`config.mk`:
```
export PLATFORM = sky130hd
export DESIGN_NAME = channel_error_injector
export DESIGN_NICKNAME = d
export VERILOG_FILES = /design/src/rtl/channel_error_injector.sv
export SDC_FILE = /design/constraint.sdc
export NUM_CORES = 1
export LEC_CHECK = 0
export CAP_MARGIN = 0
export CORE_ASPECT_RATIO = 0.6
export CORE_MARGIN = 5
export CORE_UTILIZATION = 45
export DETAILED_ROUTE_END_ITERATION = 7
export GPL_TIMING_DRIVEN = 0
export MAX_ROUTING_LAYER = met4
export PLACE_DENSITY_LB_ADDON = 0.12
export SYNTH_ARGS = -nofsm -noshare
export SYNTH_HDL_FRONTEND = slang
export SYNTH_SLANG_ARGS = --single-unit
```
`constraint.sdc`:
```
create_clock -name clk -period 10.15 [get_ports clk]
set_input_delay 1.015 -clock clk [delete_from_list [all_inputs] [get_ports clk]]
set_output_delay 1.015 -clock clk [all_outputs]
set_load 0.01 [all_outputs]
```
`src/rtl/channel_error_injector.sv`:
```
// rtl/channel_error_injector.sv - programmable symbol corruption between encoder and Viterbi decoder
module channel_error_injector #(
   parameter int          SYM_W     = 2,
   parameter int          WIN_LOG2  = 4,
   parameter int          CNT_W     = 16,
   parameter logic [15:0] LFSR_SEED = 16'hACE1
) (
   input  logic                clk,
   input  logic                rst,
   input  logic                clr_i,
   input  logic                valid_i,
   input  logic [SYM_W-1:0]    sym_i,
   input  logic [1:0]          mode_i,
   input  logic [SYM_W-1:0]    bit_mask_i,
   input  logic [WIN_LOG2-1:0] burst_len_i,
   output logic                valid_o,
   output logic [SYM_W-1:0]    sym_o,
   output logic                err_o,
   output logic [CNT_W-1:0]    inj_count_o,
   output logic [CNT_W-1:0]    sym_count_o
);

   // An all-zero seed would lock the LFSR, so substitute the smallest live state.
   localparam logic [15:0]         SEED     = (LFSR_SEED == 16'h0000) ? 16'h0001 : LFSR_SEED;
   localparam logic [WIN_LOG2-1:0] POS_LAST = '1;
   localparam logic [CNT_W-1:0]    CNT_MAX  = '1;

   logic                valid_q, valid_d;
   logic [SYM_W-1:0]    sym_q, sym_d;
   logic                err_q, err_d;
   logic [CNT_W-1:0]    inj_cnt_q, inj_cnt_d;
   logic [CNT_W-1:0]    sym_cnt_q, sym_cnt_d;
   logic [WIN_LOG2-1:0] pos_q, pos_d;
   logic [1:0]          mode_q, mode_d;
   logic [WIN_LOG2-1:0] blen_q, blen_d;
   logic [15:0]         lfsr_q, lfsr_d;
   logic [WIN_LOG2-1:0] target_q, target_d;

   logic                accept;
   logic                win_start;
   logic [1:0]          mode_eff;
   logic [WIN_LOG2-1:0] blen_eff;
   logic [WIN_LOG2-1:0] burst_off;
   logic                sel;
   logic                inject;
   logic [15:0]         lfsr_step;

   assign accept    = valid_i && !clr_i;
   assign win_start = (pos_q == '0);
   assign mode_eff  = win_start ? mode_i : mode_q;
   assign blen_eff  = win_start ? burst_len_i : blen_q;
   assign burst_off = pos_q - target_q;
   assign lfsr_step = {1'b0, lfsr_q[15:1]} ^ (lfsr_q[0] ? 16'hB400 : 16'h0000);

   always_comb begin
      sel = 1'b0;
      case (mode_eff)
         2'd1:    sel = (pos_q == POS_LAST);
         2'd2:    sel = (pos_q == target_q);
         2'd3:    sel = (pos_q >= target_q) && (burst_off < blen_eff);
         default: sel = 1'b0;
      endcase
   end

   assign inject = accept && sel && (bit_mask_i != '0);

   always_comb begin
      valid_d   = valid_i;
      err_d     = inject;
      sym_d     = sym_q;
      inj_cnt_d = inj_cnt_q;
      sym_cnt_d = sym_cnt_q;
      pos_d     = pos_q;
      mode_d    = mode_q;
      blen_d    = blen_q;
      lfsr_d    = lfsr_q;
      target_d  = target_q;
      if (valid_i) begin
         sym_d = inject ? (sym_i ^ bit_mask_i) : sym_i;
      end
      if (clr_i) begin
         pos_d     = '0;
         inj_cnt_d = '0;
         sym_cnt_d = '0;
      end else if (valid_i) begin
         pos_d = pos_q + 1'b1;
         if (win_start) begin
            mode_d = mode_i;
            blen_d = burst_len_i;
         end
         // The next window's offset is drawn as the current window closes.
         if (pos_q == POS_LAST) begin
            lfsr_d   = lfsr_step;
            target_d = lfsr_step[WIN_LOG2-1:0];
         end
         if (sym_cnt_q != CNT_MAX) sym_cnt_d = sym_cnt_q + 1'b1;
         if (inject && (inj_cnt_q != CNT_MAX)) inj_cnt_d = inj_cnt_q + 1'b1;
      end
   end

   always_ff @(posedge clk or posedge rst) begin
      if (rst) begin
         valid_q   <= 1'b0;
         sym_q     <= '0;
         err_q     <= 1'b0;
         inj_cnt_q <= '0;
         sym_cnt_q <= '0;
         pos_q     <= '0;
         mode_q    <= 2'd0;
         blen_q    <= '0;
         lfsr_q    <= SEED;
         target_q  <= SEED[WIN_LOG2-1:0];
      end else begin
         valid_q   <= valid_d;
         sym_q     <= sym_d;
         err_q     <= err_d;
         inj_cnt_q <= inj_cnt_d;
         sym_cnt_q <= sym_cnt_d;
         pos_q     <= pos_d;
         mode_q    <= mode_d;
         blen_q    <= blen_d;
         lfsr_q    <= lfsr_d;
         target_q  <= target_d;
      end
   end

   assign valid_o     = valid_q;
   assign sym_o       = sym_q;
   assign err_o       = err_q;
   assign inj_count_o = inj_cnt_q;
   assign sym_count_o = sym_cnt_q;

endmodule

```
==> metrics.csv <==
stage;metric;value;unit
global_route;antenna_found_initial;0;
global_route;grt_overflow_total;0;
critical_path;r2r_slack;5840;ps
layout;layout.cells.most_common;dfrtp_1;
sta;finalCriticalPeriod;4312;ps
global_route;grt_max_degree;42;
drt;antenna_left;0;
critical_path;rr_worst_depth;13;
sta;relSlewSlack;39.84;%
sta;timing.final.ws_setup;5838;ps
synth;synth-seq-area-share;46.65;%
sta;rsz0062_at_grt;false;
synth;yosysTopAreaCellShare;40.37;%
sta;finClkSkew;4.750;ps
drt;drc;0;
layout;nFillCells;645;
global_route;track_usage;18.79;%
drt;viasPerCell;5.387;
die;pin_count;50;
die;rows;24;
drt;via_count;2726;
clocking;clkTransAtPathRegs;50;ps
power;p_clk_share;45.0;%
sta;tightest_slew;891.0;ps
power;finalPower;612.5;uW
power;p_comb_share;12.1;%
synth;synth_top_area_cell;dfrtp_1;
clocking;cts_root_buffer;clkbuf_16;
critical_path;worstPathArrival;4490;ps
die;die-area;0.009319;mm2
clocking;cts.sinks;62;
clocking;htreeDepth;3;
outcome;status;completed;
global_route;grt_pass1_wl;13460;um
critical_path;cp.required;10330;ps
layout;drive_above_1_share;11.44;%
power;power.leakage;0.001738;uW
clocking;ctsResizeCount;0;
run;drv_cap;0;
sta;fmax;231.9;MHz
drt;post_drt_wl_per_cell;15.86;um
layout;postLayoutCellArea;0.004258;mm2
die;die_w;121.3;um
die;start_util;46.25;%
layout;layout_common_cells;dfrtp_1 (54), clkdlybuf4s50_1 (49), nand2_1 (31);
clocking;cts.path.max_buffers;2;
critical_path;r2r_start;pos_q[1];
synth;ys_warn_count;0;
placed_design;dpl-instance-area;0.003988;mm2
synth;syn_inst;336;
synth;syn-num-nets;362;
die;die_y;76.80;um
power;p_int;459.7;uW
critical_path;end_kind;flip-flop;
power;power.density;143.8;mW/mm2
synth;synth_edf_count;0;
sta;period_share;42.48;%
synth;async_flop_share;100.0;%
critical_path;cp-startpoint;pos_q[1];
power;switching_share;24.95;%
clocking;cts_tree;done;
clocking;post_cts_buffers;0;
placed_design;place_congestion;0.8740;
placed_design;dp_hpwl;5842;um
critical_path;crit_fanout;10;
synth;ys_seq_elements;62;
critical_path;crit_path_end;inj_count_o[14];
placed_design;io_buffers;49;
critical_path;critPathKind;reg -> reg;
layout;synthToLayoutAreaGrowth;27.21;%
placed_design;place_ws;5728;ps
power;max-vdd-ir-drop;0.07938;mV
die;core;0.007237;mm2
hold_path;min_path_type;reg -> reg;
power;p_switching;152.8;uW
drt;wirelength;8027;um
critical_path;r2r_end;inj_count_o[14];
clocking;numCtsBuffers;9;
layout;nNetsFinal;423;
synth;syn_area_per_cell;9.961;um2
sta;setup_viol;0;
synth;synth_cell_types;44;
sta;slew_viol_final;0;
drt;drt_iter0_markers;160;
synth;synthTopCellsByArea;dfrtp_1 (40%), dfstp_2 (6.3%), mux2_2 (4.7%);
synth;syn_area;0.003347;mm2
synth;yosys_most_used_dff;dfrtp_1;
clocking;insertion_delay;320;ps
drt;dr.pass1.iters;4;
sta;fin_tns_setup;0;ps
critical_path;cp-start-kind;flip-flop;
layout;num_antenna_cells;0;
global_route;grt_pass1_vias;2618;
clocking;hold_buffers;0;
power;seqPwrFrac;43.0;%
sta;hold_violations;0;
hold_path;holdCritStartpoint;lfsr_q[2];
## Yosys cell counts, types with 3 or more instances
library cell  instances
mux2_2               14
and3_1                6
a21oi_1              19
nor2b_1               7
nand2_1              31
or3_1                 3
dfrtp_1              54
nand3_1              16
dfstp_2               8
mux2i_1               4
or4_1                14
nand4_1              12
inv_1                10
xnor2_1              10
ha_1                 11
o31ai_1              15
nor2_1               30
nor3_1                4
xor2_1               12
nand2b_1              3
clkbuf_1             12
o21ai_0              13
## how the worst min path moves through the flow
stage | to | slack [ps] | depth (start not counted)
after floorplan | mode_q[0] | 440 | 2
after global placement | mode_q[0] | 460 | 2
after detailed placement | mode_q[0] | 470 | 2
after CTS | mode_q[0] | 480 | 2
after global routing | blen_q[1] | 500 | 2
final | lfsr_q[2] | 480 | 2
## worst max-delay path, cell delays in order, from the launching register on
cell	delay, ps
dfrtp_1	460
inv_1	90
ha_1	210
nor3b_4	420
mux2i_1	290
ha_1	290
a21oi_1	160
nand2_1	80
o311ai_0	780
nand2_1	390
buf_2	300
clkbuf_1	290
o31ai_1	310
a21oi_1	100
## stage by stage
stage	cells	util [%]	hold slack [ps]
after floorplan	336	-	441.8
after global placement	489	54.82	455.3
after detailed placement	490	55.10	467.4
after CTS	506	58.83	479.7
after global routing	506	58.83	500.6
final	506	58.83	477.9
## power by group through the flow
stage,combinational (uW),clock [uW],sequential (uW)
2_1_floorplan,47.3,0,266
3_3_place_gp,72.0,0,267
3_5_place_dp,74.2,0,267
4_1_cts,74.6,282,263
5_1_grt,82.5,292,264
6_report,73.9,275,263
## cell type report
cell class	instances	area, um2	area share (%)
Tap cell	104	130.1	3.056
Timing Repair Buffer	50	510.5	11.99
Multi-Input combinational cell	246	1663	39.05
Clock inverter	3	20.02	0.4702
Clock buffer	13	250.2	5.877
Buffer	18	85.08	1.998
Sequential cell	62	1562	36.67
Inverter	10	37.54	0.8816
## flip-flops by register name, summed over array words and instances, names as in the netlist
| name | cells |
|---|---|
| valid_o | 1 |
| mode_q | 2 |
| err_o | 1 |
| sym_count_o | 16 |
| pos_q | 4 |
| blen_q | 4 |
| sym_o | 2 |
| lfsr_q | 16 |
| inj_count_o | 16 |
## layer usage
metal  GRT usage, %  vias up  share of wire [%]
met5              -        -                  0
met4          5.034        0               0.54
met3          7.059        4                7.0
met2          23.64       87                 40
met1          27.86     1304                 52
li1               -     1331                  -
## kinds of logic after synthesis
kind of cell / Yosys count / share of synthesized area, %
and+or+nand+nor: 133 / 20.82
DFF: 62 / 46.65
AOI/OAI and AO/OA: 59 / 11.70
buffers and inverters: 28 / 3.664
xor gates and xnor gates: 22 / 5.757
muxes: 20 / 6.691
adders and majority gates: 12 / 4.710
(Power assumes the default switching activity.)
